`src/rtl/cpu_pkg.sv`:
```
// rtl/cpu_pkg.sv - shared MEM-stage types and constants
package cpu_pkg;
  typedef enum logic {
    ST_IDLE = 1'b0,
    ST_BUSY = 1'b1
  } mem_state_t;

  localparam int TIMEOUT_DEFAULT = 15;
  localparam int CNT_W           = 4;
endpackage

```
`src/rtl/mem_wb.sv`:
```
// rtl/mem_wb.sv - MEM/WB pipeline register with stall-enable and bubble insertion
module mem_wb (
  input  logic        clk,
  input  logic        rst,
  input  logic        en,
  input  logic        bubble,
  input  logic        reg_write,
  input  logic        mem_to_reg,
  input  logic        read_en,
  input  logic [31:0] read_data,
  input  logic [31:0] alu_result,
  input  logic [4:0]  rd,
  output logic        wb_RegWrite,
  output logic        wb_MemtoReg,
  output logic [31:0] wb_read_data,
  output logic [31:0] wb_alu_result,
  output logic [4:0]  wb_rd
);
  always_ff @(posedge clk) begin
    if (rst) begin
      wb_RegWrite   <= 1'b0;
      wb_MemtoReg   <= 1'b0;
      wb_read_data  <= '0;
      wb_alu_result <= '0;
      wb_rd         <= '0;
    end else if (bubble) begin
      // Only the control bits are cleared; data fields are don't-care in a bubble
      wb_RegWrite <= 1'b0;
      wb_MemtoReg <= 1'b0;
    end else if (en) begin
      wb_RegWrite   <= reg_write;
      wb_MemtoReg   <= mem_to_reg;
      wb_alu_result <= alu_result;
      wb_rd         <= rd;
      if (read_en) wb_read_data <= read_data;
    end
  end
endmodule

```
`src/rtl/mem_stage.sv`:
```
// rtl/mem_stage.sv - MEM pipeline stage: data-memory handshake, timeout, branch resolution
module mem_stage
  import cpu_pkg::*;
#(
  parameter int TIMEOUT = TIMEOUT_DEFAULT
) (
  input  logic        clk,
  input  logic        rst,
  input  logic        RegWrite,
  input  logic        MemtoReg,
  input  logic        Branch,
  input  logic        MemRead,
  input  logic        MemWrite,
  input  logic        Jump,
  input  logic        ALU_zero,
  input  logic [31:0] jump_addr,
  input  logic [31:0] branch_addr,
  input  logic [31:0] ALU_result,
  input  logic [31:0] wdata,
  input  logic [4:0]  rd,
  output logic        dmem_req,
  output logic        dmem_we,
  output logic [31:0] dmem_addr,
  output logic [31:0] dmem_wdata,
  input  logic        dmem_ready,
  input  logic [31:0] dmem_rdata,
  output logic        mem_stall,
  output logic        pc_redirect,
  output logic [31:0] pc_target,
  output logic        flush,
  output logic        mem_error,
  output logic        wb_RegWrite,
  output logic        wb_MemtoReg,
  output logic [31:0] wb_read_data,
  output logic [31:0] wb_alu_result,
  output logic [4:0]  wb_rd
);
  mem_state_t       state;
  logic [CNT_W-1:0] busy_cnt;
  logic             access;
  logic             misalign;
  logic             start;
  logic             busy;
  logic             done;
  logic             timeout;

  assign access   = MemRead | MemWrite;
  assign misalign = access & (ALU_result[1:0] != 2'b00);
  assign start    = (state == ST_IDLE) & access & !misalign;
  assign busy     = (state == ST_BUSY);
  assign done     = busy & dmem_ready;
  // busy_cnt is 0 in the first BUSY cycle, so TIMEOUT-1 marks the last allowed one
  assign timeout  = busy & !dmem_ready & (busy_cnt == CNT_W'(TIMEOUT - 1));

  assign dmem_req   = busy;
  assign dmem_we    = MemWrite;
  assign dmem_addr  = ALU_result;
  assign dmem_wdata = wdata;

  assign mem_stall   = start | (busy & !dmem_ready & !timeout);
  assign pc_redirect = Jump | (Branch & ALU_zero);
  assign pc_target   = Jump ? jump_addr : branch_addr;
  assign flush       = pc_redirect & !mem_stall;

  always_ff @(posedge clk) begin
    if (rst) begin
      state     <= ST_IDLE;
      busy_cnt  <= '0;
      mem_error <= 1'b0;
    end else begin
      if (state == ST_IDLE) begin
        if (start) begin
          state    <= ST_BUSY;
          busy_cnt <= '0;
        end
      end else if (done || timeout) begin
        state <= ST_IDLE;
      end else begin
        busy_cnt <= busy_cnt + 1'b1;
      end
      if (((state == ST_IDLE) && misalign) || timeout) mem_error <= 1'b1;
    end
  end

  mem_wb u_mem_wb (
    .clk          (clk),
    .rst          (rst),
    .en           (!mem_stall),
    .bubble       (mem_stall),
    .reg_write    (RegWrite & !misalign & !timeout),
    .mem_to_reg   (MemtoReg),
    .read_en      (done),
    .read_data    (dmem_rdata),
    .alu_result   (ALU_result),
    .rd           (rd),
    .wb_RegWrite  (wb_RegWrite),
    .wb_MemtoReg  (wb_MemtoReg),
    .wb_read_data (wb_read_data),
    .wb_alu_result(wb_alu_result),
    .wb_rd        (wb_rd)
  );
endmodule

```
`config.mk`:
```
export PLATFORM = sky130hd
export DESIGN_NAME = mem_stage
export DESIGN_NICKNAME = d
export VERILOG_FILES = /design/src/rtl/cpu_pkg.sv /design/src/rtl/mem_wb.sv /design/src/rtl/mem_stage.sv
export SDC_FILE = /design/constraint.sdc
export NUM_CORES = 1
export LEC_CHECK = 0
export CAP_MARGIN = 20
export CELL_PAD_IN_SITES_DETAIL_PLACEMENT = 1
export CELL_PAD_IN_SITES_GLOBAL_PLACEMENT = 2
export CORE_ASPECT_RATIO = 1.25
export CORE_MARGIN = 3
export CORE_UTILIZATION = 16
export CTS_CLUSTER_SIZE = 16
export DETAILED_ROUTE_END_ITERATION = 8
export PLACE_DENSITY = 0.95
export REMOVE_ABC_BUFFERS = 1
export SYNTH_ARGS = -nofsm -noshare
export SYNTH_HDL_FRONTEND = slang
export SYNTH_SLANG_ARGS = --single-unit
```
`constraint.sdc`:
```
create_clock -name clk -period 7.3 [get_ports clk]
set_input_delay 2.19 -clock clk [delete_from_list [all_inputs] [get_ports clk]]
set_output_delay 2.19 -clock clk [all_outputs]
set_load 0.01 [all_outputs]
```
# Yosys cells after proc, flatten, opt, wreduce, memory -nomap -nowiden
# Cells that the tools add are included.
dict set report word_totals {
  ff_bits 77
  in_bits 175
  out_inout_bits 173
  word_cells 46
}
dict set report classes {
  addsub 1
  eq_ne 2
  n_mux 7
  n_bitwise 16
  reduce_logical 12
}
# cell n
set ops {}
lappend ops {{2-to-1 mux 32 bit} 1}
lappend ops {{2-to-1 mux 4 bit} 3}
lappend ops {{bitwise AND 1 bit} 11}
lappend ops {{adder 4 x 1 -> 4 bit (second input constant)} 1}
lappend ops {{equality test 4 bit (second input constant)} 1}
lappend ops {{zero test 1 bit} 4}
lappend ops {{AND reduction 2 bit} 2}
lappend ops {{nonzero test 2 bit} 2}
lappend ops {{2-to-1 mux 1 bit} 3}
lappend ops {{OR 1 bit} 3}
lappend ops {{logical OR 1 bit} 2}
lappend ops {{!= test 2 bit (second input constant)} 1}
lappend ops {{NOT 1 bit} 2}
lappend ops {{OR reduction 2 bit} 1}
lappend ops {{logical AND 1 bit} 1}

# Logic depth before layout (Yosys ltp)
dict set report logic_depth {
  depth_word 8
  ltp_mapped 7
  mapped_depth_nobuf 6
}

# Cells and area by module
# From an unflattened synthesis, not the netlist that was laid out.
dict set report unflattened {
  cells_unflattened 449
  area_unflattened_um2 3741.1
}
# mod instances cells_per_inst area_per_inst_um2 seq_area_each_um2
set by_module_without_submodules {}
lappend by_module_without_submodules {mem_wb 1 309 2516.2 1421.4}
lappend by_module_without_submodules {mem_stage 1 140 1224.9 120.1}

# Least setup slack after synthesis
# No wires, ideal clock.
dict set report synth_path {
  path_kind {input port to output port}
  start {input ALU_result[0]}
  end {output flush}
  arrival_ps 3188
  required_ps 5110
  setup_slack_ps 1922
  path_stages 5
  n_path_buf 2
  path_cell_list {or3_1 > o22a_1 > buf_6 > buf_4 > and2_1}
}
dict set report synth_via {
  elab_chain_cells 7
}
# item line_no
set synth_rtl {}
lappend synth_rtl {{from (decl)} mem_stage.sv:18} ;# input logic [31:0] ALU_result,
lappend synth_rtl {{nonzero test 2 bit} mem_stage.sv:48} ;# assign misalign = access & (ALU_result[1:0] != 2'b00);
lappend synth_rtl {{bitwise AND 1 bit} mem_stage.sv:48}
lappend synth_rtl {{zero test 1 bit} mem_stage.sv:49} ;# assign start = (state == ST_IDLE) & access & !misalign;
lappend synth_rtl {{bitwise AND 1 bit} mem_stage.sv:49}
lappend synth_rtl {{OR 1 bit} mem_stage.sv:60} ;# assign mem_stall = start | (busy & !dmem_ready & !timeout);
lappend synth_rtl {{zero test 1 bit} n/a}
lappend synth_rtl {{bitwise AND 1 bit} mem_stage.sv:63} ;# assign flush = pc_redirect & !mem_stall;
lappend synth_rtl {{to (decl)} mem_stage.sv:30} ;# output logic flush,
# Every way passes these cells.

# Worst setup path in the final report
dict set report layout_path {
  start {input ALU_result[0]}
  end {output mem_stall}
}
dict set report layout_via {
  elab_chain_cells 5
}
# item line_no
set layout_rtl {}
lappend layout_rtl {{nonzero test 2 bit} mem_stage.sv:48}
lappend layout_rtl {{bitwise AND 1 bit} mem_stage.sv:48}
lappend layout_rtl {{zero test 1 bit} mem_stage.sv:49}
lappend layout_rtl {{bitwise AND 1 bit} mem_stage.sv:49}
lappend layout_rtl {{OR 1 bit} mem_stage.sv:60}
lappend layout_rtl {{to (decl)} mem_stage.sv:27} ;# output logic mem_stall,
# Every way passes these cells.

==> reports/qor.yml <==
fin_crit_ps: 6220
finalSetupTns_ps: 0
routed.top_layer: "met5"
grt_pass1_wl_mm: 23.6
coreArea_sq_um: 23200
met2WireLength_mm: 8.05
comb_power_share_pct: 22.4
ioPinCount: 348
postCtsSetupRepairBufs: 0
wl_per_cell_um: 18.0
clock_latency_ps: 330
hold_class: "reg -> reg"
power.density_nw_per_um2: 184
status: "finished, final reports clean"
io_buffers: 283
die_y_um: 178
dpl_cell_area_sq_um: 6440
ys_types: 31
grt_max_degree: 43
antenna_found_initial: 0
fin_crit_sh_pct: 85.2
p_seq_share_pct: 36.3
switching_power_mw: 0.297
setup_viol: 0
synth_cells: 444
ys_seq_area_share_pct: 40.5
wl_met1_mm: 5.82
drv_slew: 0
ant_nets: 0
ys_warn_count: 0
pwr-share-clk_pct: 41.3
fin_worst_skew_ps: 8.37
start_util_pct: 16.4
crit_required_ps: 5110
start_kind: "input port"
grt_use_total_pct: 12.4
rsz0062_at_grt: "no"
crit_path_max_fanout: 4
arrival_ps: 4030
area_growth_pct: 78.2
max_slew_margin_pct: 62.2
cts_hold_buf: 0
netSwitchingFraction_pct: 23.8
fmax_ghz: 0.161
hold_viol_final: 0
via_per_inst: 3.90
stdcell_area_sq_um: 6780
htree_levels: 3
synth_seq_cells: 77
n_antenna_cell: 0
cts.sinks: 77
p_leak_nw: 2.62
path_clk_slew_ps: 60
worst_pin_slew_ps: 566
postSynthAreaPerCell_sq_um: 8.57
drc_errors: 0
dp_hpwl_mm: 13.9
firstDrtPassIters: 5
fin_nets: 829
irDropWorstVdd_mv: 0.0953
cts_tree: "built"
wl_mm: 17.0
synth_area_sq_um: 3800
internal_power_mw: 0.949
crit_path_end_kind: "output pin"
path_class: "in -> out"
grt.overflow.total: 0
cts_buffer_depth: 2
wl_met3_mm: 2.80
gp_congestion: 0.944
grt_pass1_vias: 3841
cap_violations: 0
drt_iter0_drc: 71
die_area_sq_um: 25700
vias: 3677
rows: 62
drive_gt1_share_pct: 8.54
root_buffer: "clkbuf_16"
cts_resized: 0
die_x_um: 144
numCtsBuffers: 9
per-stage QoR:
| step | worst slack, ps | hold WS [ps] | instances | power, mW | util (%) |
|---|---|---|---|---|---|
| global placement | 1070 | 441 | 928 | 0.739 | 27.7 |
| finish | 1080 | 454 | 944 | 1.25 | 29.2 |
| CTS | 1050 | 457 | 944 | 1.28 | 29.2 |
| floorplan | 1120 | 458 | 351 | 0.540 | - |
| detailed placement | 1060 | 448 | 929 | 0.744 | 27.8 |
| global route | 995 | 474 | 944 | 1.31 | 29.2 |
path summary, 6_finish.rpt:
check,startpoint,end,slack [ps],depth (start not counted)
setup reg to reg,busy_cnt[0],busy_cnt[1],5450,6
hold / removal,u_mem_wb.wb_read_data[1],u_mem_wb.wb_read_data[1],450,2
setup / recovery,ALU_result[0],mem_stall,1080,5
hold reg to reg,u_mem_wb.wb_read_data[1],u_mem_wb.wb_read_data[1],450,2
final cells by class:
class / count / area [sq um]
sequential: 77 / 1540
tap: 288 / 360
clock buffer: 9 / 225
inverter: 5 / 18.8
clock inverter: 6 / 111
fill: 2682 / 16400
timing repair buffer: 290 / 2910
multi-input combinational: 269 / 1620
cells in the final DEF (no fill, tap or decap):
cell type	netlist	routed
bufinv_16	0	3
or3_1	2	2
ha_1	2	2
and2_1	2	2
nor3b_1	2	2
nor2_1	4	4
inv_1	5	4
a21o_1	1	1
dfxtp_1	77	77
a311oi_1	1	1
and3_1	1	1
o22ai_1	1	1
nand2b_1	1	1
buf_4	66	6
o31ai_1	2	2
nand2_1	137	137
buf_16	0	1
inv_2	0	1
o21ai_0	1	1
a21boi_0	1	1
mux2i_1	35	35
clkinv_2	0	1
or4_1	1	1
o21a_1	1	1
a21oi_1	34	34
o22a_2	0	1
nor2b_1	1	1
o32ai_1	2	2
inv_6	0	1
a32o_1	1	1
mux2_2	32	32
clkdlybuf4s50_1	0	283
o2bb2ai_1	1	1
clkinvlp_4	0	1
nand3_1	2	2
clkbuf_16	0	9
worst max-delay path, stage by stage:
cell and delay (ps):
clkdlybuf4s50_1 470, or3_1 410, o22a_2 260, inv_1 130, clkdlybuf4s50_1 580
metal layers:
metal	GRT usage [%]	vias to the layer above
met1	12.4	1703
li1	-	1801
met5	3.64	-
met3	9.60	11
met4	2.35	2
met2	20.4	160
cell families after synthesis:
logic type,count (synthesis),share of synthesized area [%]
AND/OR/NAND/NOR,153,15.9
AO/OA/AOI/OAI,47,7.17
adder cells (fa/ha/maj),2,0.658
flip-flops,77,40.5
buffers and inverters,98,17.0
multiplexers,67,18.7
synth_stat cells:
| cell type | instances | area share, % |
|---|---|---|
| a21boi_0 | 1 | 0.20 |
| a21o_1 | 1 | 0.20 |
| a21oi_1 | 34 | 4.5 |
| a311oi_1 | 1 | 0.23 |
| a32o_1 | 1 | 0.26 |
| and2_1 | 2 | 0.33 |
| and3_1 | 1 | 0.16 |
| buf_2 | 2 | 0.26 |
| buf_4 | 66 | 13 |
| buf_6 | 4 | 1.2 |
| clkbuf_1 | 21 | 2.1 |
| dfxtp_1 | 77 | 41 |
| ha_1 | 2 | 0.66 |
| inv_1 | 5 | 0.49 |
| mux2_2 | 32 | 9.5 |
| mux2i_1 | 35 | 9.2 |
| nand2_1 | 137 | 14 |
| nand2b_1 | 1 | 0.16 |
| nand3_1 | 2 | 0.26 |
| nor2_1 | 4 | 0.39 |
| nor2b_1 | 1 | 0.16 |
| nor3b_1 | 2 | 0.39 |
| o21a_1 | 1 | 0.20 |
| o21ai_0 | 1 | 0.13 |
| o22a_1 | 1 | 0.23 |
| o22ai_1 | 1 | 0.16 |
| o2bb2ai_1 | 1 | 0.23 |
| o31ai_1 | 2 | 0.39 |
| o32ai_1 | 2 | 0.46 |
| or3_1 | 2 | 0.33 |
| or4_1 | 1 | 0.20 |
power by group through the flow:
stage,registers (mW),clock network [mW],logic [mW]
after global routing,0.455,0.555,0.298
after CTS,0.453,0.542,0.284
final,0.452,0.515,0.279
after floorplan,0.471,0,0.0687
after global placement,0.461,0,0.278
after detailed placement,0.462,0,0.282
registers in the layout (all words and copies together) (netlist names):
signal and flops:
busy_cnt 4, dmem_req 1, mem_error 1, u_mem_wb.wb_MemtoReg 1, u_mem_wb.wb_RegWrite 1, u_mem_wb.wb_alu_result 32, u_mem_wb.wb_rd 5, u_mem_wb.wb_read_data 32
Power figures use the tool's default switching activity.
